`config.mk`:
```
export PLATFORM = sky130hd
export DESIGN_NAME = meas_readout_buffer_flat
export DESIGN_NICKNAME = d
export VERILOG_FILES = /design/src/rtl/meas_pkg.sv /design/src/rtl/meas_readout_buffer_if.sv /design/src/rtl/meas_readout_buffer_dpram.sv /design/src/rtl/meas_readout_buffer.sv /design/src/flat_wrapper.sv
export SDC_FILE = /design/constraint.sdc
export NUM_CORES = 1
export LEC_CHECK = 0
export CAP_MARGIN = 25
export CORE_UTILIZATION = 44
export DETAILED_ROUTE_END_ITERATION = 6
export PLACE_DENSITY_LB_ADDON = 0.05
export SYNTH_ARGS = -nofsm -noshare
export SYNTH_HDL_FRONTEND = slang
export SYNTH_SLANG_ARGS = --single-unit
```
`constraint.sdc`:
```
create_clock -name clk -period 2.49 [get_ports clk]
set_clock_uncertainty 0.1 [all_clocks]
set_input_delay 0.3735 -clock clk [delete_from_list [all_inputs] [get_ports clk]]
set_output_delay 0.3735 -clock clk [all_outputs]
set_load 0.05 [all_outputs]
```
`src/rtl/meas_pkg.sv`:
```
// Shared definitions for the measurement readout path: SPI command opcodes,
// default buffer geometry and the bit layout of the {full, overflow, count}
// status word that the SPI decoder reports to the host.
package meas_pkg;

  // Read-side commands as they arrive from the SPI command decoder
  typedef enum logic [3:0] {
    READ_START = 4'b1100,
    READ       = 4'b1101,
    READ_LAST  = 4'b1110
  } spi_cmd_e;

  // Default geometry matches the 32 x 16 datamem this buffer replaces
  localparam int DEFAULT_DATA_W = 16;
  localparam int DEFAULT_ADDR_W = 5;

  // Status word layout, LSB first: count (ADDR_W+1 bits), overflow, full
  localparam int STATUS_COUNT_LSB    = 0;
  localparam int STATUS_OVERFLOW_BIT = DEFAULT_ADDR_W + 1;
  localparam int STATUS_FULL_BIT     = DEFAULT_ADDR_W + 2;
  localparam int STATUS_W            = DEFAULT_ADDR_W + 3;

endpackage

```
`src/rtl/meas_readout_buffer_if.sv`:
```
// Bundle of sequencer write-side and SPI read-side signals for the readout
// buffer. The master modport is the sequencer/decoder side, slave is the buffer.
interface meas_readout_buffer_if
  import meas_pkg::*;
#(
  parameter int DATA_W = DEFAULT_DATA_W,
  parameter int ADDR_W = DEFAULT_ADDR_W
);

  logic              measuring;
  logic              wr_en;
  logic [DATA_W-1:0] wr_data;
  logic              ring_mode;
  logic              rd_start;
  logic              rd_next;
  logic              rd_last;
  logic              data_mode;
  logic [DATA_W-1:0] rd_data;
  logic [ADDR_W:0]   count;
  logic              full;
  logic              overflow;

  modport master (
    output measuring, wr_en, wr_data, ring_mode, rd_start, rd_next, rd_last,
    input  data_mode, rd_data, count, full, overflow
  );

  modport slave (
    input  measuring, wr_en, wr_data, ring_mode, rd_start, rd_next, rd_last,
    output data_mode, rd_data, count, full, overflow
  );

endinterface

```
`src/rtl/meas_readout_buffer_dpram.sv`:
```
// Simple dual-port RAM: one write port and one registered read port.
// A read and a write to the same address in one cycle return the old word.
module readout_dpram #(
  parameter int DATA_W = 16,
  parameter int ADDR_W = 5
) (
  input  logic              clk,
  input  logic              rst,
  input  logic              we,
  input  logic [ADDR_W-1:0] wr_addr,
  input  logic [DATA_W-1:0] wr_data,
  input  logic [ADDR_W-1:0] rd_addr,
  output logic [DATA_W-1:0] rd_data
);

  logic [DATA_W-1:0] mem [2**ADDR_W];

  // Storage array; contents deliberately survive reset
  always_ff @(posedge clk) begin
    if (we) mem[wr_addr] <= wr_data;
  end

  // Registered read port, sampled before this cycle's write lands (read-first)
  always_ff @(posedge clk) begin
    if (rst) rd_data <= '0;
    else     rd_data <= mem[rd_addr];
  end

endmodule

```
`src/rtl/meas_readout_buffer.sv`:
```
// Capture/readout buffer between the measurement sequencer and the SPI
// decoder. Holds all pointers, counters and flags; storage is readout_dpram.
// Single-shot mode drops words once full, ring mode overwrites the oldest.
module meas_readout_buffer
  import meas_pkg::*;
#(
  parameter int DATA_W = DEFAULT_DATA_W,
  parameter int ADDR_W = DEFAULT_ADDR_W
) (
  input  logic                  clk,
  input  logic                  reset,
  meas_readout_buffer_if.slave  bus
);

  localparam int              DEPTH      = 2**ADDR_W;
  localparam logic [ADDR_W:0] LAST_COUNT = (ADDR_W+1)'(DEPTH - 1);

  logic [ADDR_W-1:0] wr_ptr;
  logic [ADDR_W-1:0] rd_ptr;
  logic [ADDR_W:0]   count;
  logic              full;
  logic              overflow;
  logic              wrapped;
  logic              data_mode;
  logic              wr_accept;

  // A word is stored unless we are clearing or single-shot capture is full
  always_comb begin
    wr_accept = 1'b0;
    if (!reset && !bus.measuring && bus.wr_en)
      wr_accept = !full || bus.ring_mode;
  end

  // Write-side bookkeeping: pointer, count, full, wrap and sticky overflow
  always_ff @(posedge clk) begin
    if (reset || bus.measuring) begin
      wr_ptr   <= '0;
      count    <= '0;
      full     <= 1'b0;
      overflow <= 1'b0;
      wrapped  <= 1'b0;
    end else if (bus.wr_en) begin
      if (!full) begin
        wr_ptr <= wr_ptr + 1'b1;
        count  <= count + 1'b1;
        full   <= (count == LAST_COUNT);
      end else if (bus.ring_mode) begin
        wr_ptr   <= wr_ptr + 1'b1;
        wrapped  <= 1'b1;
        overflow <= 1'b1;
      end else begin
        overflow <= 1'b1;
      end
    end
  end

  // Read-side command handling; rd_start beats rd_next beats rd_last
  always_ff @(posedge clk) begin
    if (reset) begin
      data_mode <= 1'b0;
      rd_ptr    <= '0;
    end else if (bus.rd_start) begin
      data_mode <= 1'b1;
      rd_ptr    <= wrapped ? wr_ptr : '0;
    end else if (bus.rd_next) begin
      rd_ptr <= rd_ptr + 1'b1;
    end else if (bus.rd_last) begin
      data_mode <= 1'b0;
    end
  end

  readout_dpram #(
    .DATA_W (DATA_W),
    .ADDR_W (ADDR_W)
  ) u_ram (
    .clk     (clk),
    .rst     (reset),
    .we      (wr_accept),
    .wr_addr (wr_ptr),
    .wr_data (bus.wr_data),
    .rd_addr (rd_ptr),
    .rd_data (bus.rd_data)
  );

  assign bus.data_mode = data_mode;
  assign bus.count     = count;
  assign bus.full      = full;
  assign bus.overflow  = overflow;

endmodule

```
`src/flat_wrapper.sv`:
```
// flat-port wrapper written by rule: the top's interface ports become plain ports
module meas_readout_buffer_flat import meas_pkg::*;
#(
  parameter int DATA_W = DEFAULT_DATA_W,
  parameter int ADDR_W = DEFAULT_ADDR_W
)
  (clk, reset, bus_measuring, bus_wr_en, bus_wr_data, bus_ring_mode, bus_rd_start, bus_rd_next, bus_rd_last, bus_data_mode, bus_rd_data, bus_count, bus_full, bus_overflow);
  meas_readout_buffer_if #(.DATA_W(DATA_W), .ADDR_W(ADDR_W)) bus_i ();
  input  logic clk;
  input  logic reset;
  input wire logic [$bits(bus_i.measuring)-1:0] bus_measuring;
  input wire logic [$bits(bus_i.wr_en)-1:0] bus_wr_en;
  input wire logic [$bits(bus_i.wr_data)-1:0] bus_wr_data;
  input wire logic [$bits(bus_i.ring_mode)-1:0] bus_ring_mode;
  input wire logic [$bits(bus_i.rd_start)-1:0] bus_rd_start;
  input wire logic [$bits(bus_i.rd_next)-1:0] bus_rd_next;
  input wire logic [$bits(bus_i.rd_last)-1:0] bus_rd_last;
  output wire logic [$bits(bus_i.data_mode)-1:0] bus_data_mode;
  output wire logic [$bits(bus_i.rd_data)-1:0] bus_rd_data;
  output wire logic [$bits(bus_i.count)-1:0] bus_count;
  output wire logic [$bits(bus_i.full)-1:0] bus_full;
  output wire logic [$bits(bus_i.overflow)-1:0] bus_overflow;
  assign bus_i.measuring = bus_measuring;
  assign bus_i.wr_en = bus_wr_en;
  assign bus_i.wr_data = bus_wr_data;
  assign bus_i.ring_mode = bus_ring_mode;
  assign bus_i.rd_start = bus_rd_start;
  assign bus_i.rd_next = bus_rd_next;
  assign bus_i.rd_last = bus_rd_last;
  assign bus_data_mode = bus_i.data_mode;
  assign bus_rd_data = bus_i.rd_data;
  assign bus_count = bus_i.count;
  assign bus_full = bus_i.full;
  assign bus_overflow = bus_i.overflow;
  meas_readout_buffer #(.DATA_W(DATA_W), .ADDR_W(ADDR_W)) u_core (.clk(clk), .reset(reset), .bus(bus_i));
endmodule
```
=== Word level (Yosys, flattened, before mapping) ===
Memories as Yosys holds them, arrays and structs flattened. A register that Yosys moved wholly into a read port is not among the register bits.
Cells that the tools add are included.

* Output and inout bits: 25
* Logic and storage cells: 41
* RAM bits: 512
* Register bits: 20
* Memories kept: 1

* Eq/ne operators: 3
* $add $sub $neg: 3
* Reduce and logical (&&, ||, !) cells: 14
* Bitwise gates (word level): 1
* Multiplexer cells: 12

{| class="wikitable"
|+ Memories
! memory !! depth !! width !! read ports !! clocked after Yosys merged registers in !! write ports !! line !! RTL
|-
| u_core.u_ram.mem || 32 || 16 || 1 || 1 || 1 || meas_readout_buffer_dpram.sv:16 || <nowiki>logic [DATA_W-1:0] mem [2**ADDR_W];</nowiki>
|}

{| class="wikitable"
|+ Operators with widths
! kind !! number
|-
| 5-bit two-way mux || 5
|-
| 5-bit by 1-bit adder with 5-bit output (second input constant) || 2
|-
| 2-bit AND reduction || 4
|-
| 1-bit two-way mux || 7
|-
| 6-bit by 1-bit adder with 6-bit output (second input constant) || 1
|-
| 6-bit by 5-bit equality test with 1-bit output (second input constant) || 1
|-
| 2-bit inequality test (second input constant) || 2
|-
| 2-bit nonzero test || 2
|-
| 1-bit logical NOT || 3
|-
| 3-bit AND reduction || 1
|-
| 1-bit logical AND || 2
|-
| 1-bit logical OR || 2
|-
| 1-bit inverter || 1
|}

=== Longest topological paths before layout ===
* Depth after elaboration: 6
* Depth in mapped cells: 8
* Depth with buffers taken out: 5

=== Modules after synthesis ===
A second synthesis with hierarchy kept.

* Cells, all modules: 998
* Area, all modules: 21022.7 µm²

{| class="wikitable"
|+ By module, submodules not included
! module !! sequential area each (µm²) !! cells an instance !! area an instance (µm²) !! instances
|-
| readout_dpram || 15695.1 || 892 || 20099.3 || 1
|-
| meas_readout_buffer || 400.4 || 106 || 923.4 || 1
|}

=== Worst setup path before layout ===
Ideal clock, no wire load.

* Path type: reg-to-reg
* Start: register u_core.full, in the netlist u_core.bus.full
* End: memory u_core.u_ram.mem[26][0] (enable)
* Required time: 2.002 ns
* Path buffers: 1
* Cell stages (with the launch flop): 6
* Setup slack: 0.057 ns
* Arrival time: 1.944 ns
* Cells stage by stage: dfxtp_1 nand2b_1 and2_1 clkbuf_1 nand2_1 nor2_1

* Longest elaborated chain between the ends: 5

{| class="wikitable"
|+ RTL lines
! element !! line !! RTL
|-
| start: declaration || meas_readout_buffer.sv:21 || <nowiki>logic full;</nowiki>
|-
| start signal: assignment || meas_readout_buffer.sv:46 || <nowiki>full <= (count == LAST_COUNT);</nowiki>
|-
| 1-bit logical NOT || meas_readout_buffer.sv:31 || <nowiki>wr_accept = !full || bus.ring_mode;</nowiki>
|-
| 1-bit logical OR || meas_readout_buffer.sv:31 ||
|-
| 1-bit two-way mux || meas_readout_buffer.sv:30 || <nowiki>if (!reset && !bus.measuring && bus.wr_en)</nowiki>
|-
| 1-bit two-way mux || meas_readout_buffer_dpram.sv:20 || <nowiki>if (we) mem[wr_addr] <= wr_data;</nowiki>
|-
| 1-bit two-way mux (implied by the code) || meas_readout_buffer_dpram.sv:20 ||
|-
| end: declaration || meas_readout_buffer_dpram.sv:16 ||
|}

Every way passes these cells.

==> impl_metrics.json <==
{
  "outcome": "complete, but fails checks",
  "violations": "DRC",
  "grtUsageTotal_pct": 21.92,
  "ff2ff_setup_slack_ns": 0.14,
  "p_leak_nw": 7.846,
  "drt_wl_total_um": 51320,
  "drv_slew": 0,
  "die_area_um2": 48580,
  "clk_latency_ns": 0.60,
  "cpMostUsedCell": "buf_4",
  "crit_buf_inv": 2,
  "critPathTopFamily": "compound AO/OA/AOI/OAI gates",
  "finalCritPeriodShare_pct": 94.28,
  "slew_headroom_pct": 62.36,
  "synth_top_cell_by_area": "edfxtp_1",
  "critPathMaxStageDelay_ns": 0.43,
  "dpl_cell_area_um2": 23330,
  "dp_hpwl_um": 31370,
  "dieHeight_um": 220.4,
  "final_hold_viol_count": 0,
  "worstPathRequired_ns": 2.86,
  "critical_path_arrival_ns": 2.72,
  "drv_cap": 0,
  "grt_pass1_vias": 10375,
  "mostFrequentLayoutCells": "edfxtp_1 (512), mux4_2 (99), buf_4 (74)",
  "worst_path_max_delay_cell": "nand3b_1",
  "clockBufferDepth": 3,
  "min_path_cells": 4,
  "cp_cell_sequence": "nand3b_1, buf_4, o22ai_1, a2111oi_2, buf_4, a211oi_1",
  "finish.utilization_pct": 53.84,
  "r2r_start": "u_core.rd_ptr[3]$_SDFFE_PP0P_",
  "synth-edff-count": 512,
  "wl_per_cell_um": 28.00,
  "grt_start_max_net_pins": 44,
  "synth_area_um2": 20990,
  "postCtsHoldBufs": 0,
  "ys.flop_type": "edfxtp_1",
  "rsz0062_at_grt": "no",
  "htreeDepth": 2,
  "core_um2": 46750,
  "portBuffers": 48,
  "ys_seq_area_share_pct": 76.69,
  "start_kind": "flop",
  "gr-total-overflow": 0,
  "power-per-cell-area_nw_per_um2": 769.1,
  "post_cts_buffers": 0,
  "cts_tree": "yes",
  "syn-instance-count": 1017,
  "timing.hold.ws_ns": 0.3296,
  "syn_area_per_cell_um2": 20.64,
  "numCtsBuffers": 57,
  "numClockSinks": 548,
  "synthTopCellsByArea": "edfxtp_1 (73%), mux4_2 (11%), dfxtp_1 (3.4%)",
  "place.gp.congestion": 0.7896,
  "crit_fanout": 8,
  "initial_utilization_pct": 44.89,
  "worst_slack_ns": 0.1425,
  "hold_path_end": "u_core.bus.data_mode$_SDFFE_PP0P_",
  "hp-class": "input pin to flop",
  "nets": 1211,
  "clkTransAtPathRegs_ns": 0.05,
  "ys_warn_count": 0,
  "ir_drop_uv": 523.3,
  "num_rows": 79,
  "fin_area_um2": 25170,
  "vias": 10356,
  "cts_root_buf": "clkbuf_16",
  "ys_types": 45,
  "n_antenna_cell": 0,
  "worst-r2r-cell-count": 6,
  "hp-start": "bus_rd_last",
  "timing.rr.end": "u_core.u_ram.rd_data[6]$_SDFF_PP0_",
  "pre_cts_ws_ns": 0.008135,
  "syn_nets": 1047,
  "endpoint_kind": "flop",
  "layout-drive-gt1-share_pct": 27.90,
  "die_w_um": 220.4,
  "first_pass_iters": 7,
  "ant_nets": 0,
  "ctsResizeCount": 0,
  "tightest_slew_ns": 0.5628,
  "grt_antenna_before_repair": 0,
  "ys_async_sr_fraction_pct": 0,
  "grt_first_pass_wirelength_um": 73860,
  "setup_viol": 0,
  "io_pins": 49,
  "finalWorstPathRequiredPeriod_ns": 2.347,
  "area_growth_pct": 19.94,
  "drtIter0Drc": 999,
  "timing.fmax_mhz": 426.0,
  "tns_ns": 0,
  "synth_top_area_share_pct": 73.26,
  "power_mw": 19.36,
  "drc": 3,
  "vias_per_cell": 5.650,
  "final_common_cell": "edfxtp_1",
  "critPathKind": "flop to flop",
  "dp_cells": 1729,
  "ys_seq_elements": 548,
  "fin_cells": 1833
}
## where the power goes
group / switching [mW] / leakage, nW / internal [mW]
logic: 0.558 / 2.05 / 0.366
clock network: 3.37 / 0.897 / 4.96
registers: 0.0186 / 4.90 / 10.1
total: 3.95 / 7.85 / 15.4
## state kept, by name, summed over array words and instances, names as in the netlist
| register | cells |
|---|---|
| u_core.bus.count | 6 |
| u_core.bus.data_mode | 1 |
| u_core.bus.full | 1 |
| u_core.bus.overflow | 1 |
| u_core.rd_ptr | 5 |
| u_core.u_ram.mem | 512 |
| u_core.u_ram.rd_data | 16 |
| u_core.wr_ptr | 5 |
| u_core.wrapped | 1 |
## worst reg2reg max path, stage by stage (launching register included)
cell,delay (ns)
dfxtp_1,0.42
nand3b_1,0.43
buf_4,0.35
o22ai_1,0.34
a2111oi_2,0.10
buf_4,0.17
a211oi_1,0.32
## final cells by class
class,count,area [um^2]
Clock buffer,84,1649
Clock inverter,20,190.2
Fill cell,3687,21580
Inverter,3,11.26
Multi-Input combinational cell,407,4581
Sequential cell,548,16110
Tap cell,607,759.5
Timing Repair Buffer,164,1877
## logic make-up after synthesis
| family | share of synthesized area [%] |
|---|---|
| AOI/OAI and AO/OA | 4.382 |
| xor gates and xnor gates | 0.5425 |
| adders and majority gates | 0.3577 |
| buffers and inverters | 1.783 |
| DFF | 76.69 |
| muxes | 13.90 |
| and+or+nand+nor | 2.343 |
## worst max-delay path by stage
stage / start / slack (ns) / cells past startpoint / to
finish: u_core.rd_ptr[3]$_SDFFE_PP0P_ / 0.14 / 6 / u_core.u_ram.rd_data[6]$_SDFF_PP0_
global route: u_core.bus.full$_SDFFE_PP0P_ / 0.05 / 1 / bus_full
CTS: u_core.bus.full$_SDFFE_PP0P_ / 0.11 / 1 / bus_full
detailed placement: reset / 0.008 / 8 / u_core.u_ram.mem[12][6]$_DFFE_PP_
global placement: reset / 0.03 / 8 / u_core.u_ram.mem[12][6]$_DFFE_PP_
floorplan: u_core.bus.full$_SDFFE_PP0P_ / 0.06 / 5 / u_core.u_ram.mem[26][0]$_DFFE_PP_
## synth_stat cells, types with 2 or more instances
cell type    n
edfxtp_1   512
mux4_2      99
mux2i_1     62
nor2_1      58
dfxtp_1     36
clkbuf_1    22
a21oi_1     17
buf_2       16
a22oi_1     15
a22o_1      14
o22ai_1     14
a2111oi_2   13
a211oi_1    13
o221ai_1    13
nand2_1     12
nand3_1     11
buf_4        9
xor2_1       9
buf_6        8
nand4_1      7
ha_1         6
mux2_2       6
nor2b_1      6
a31oi_1      4
nand2b_1     4
xnor2_1      4
inv_1        3
a32oi_1      2
and2_1       2
and3_1       2
buf_1        2
o211ai_1     2
o21a_1       2
## layer usage
metal	vias to the layer above	wire length, um	GRT usage (%)
met3	70	3131	4.412
met5	-	0	0
met2	291	23280	32.66
li1	4555	-	-
met1	5440	23970	33.27
met4	0	941	5.057
Power figures use the tool's default switching activity.
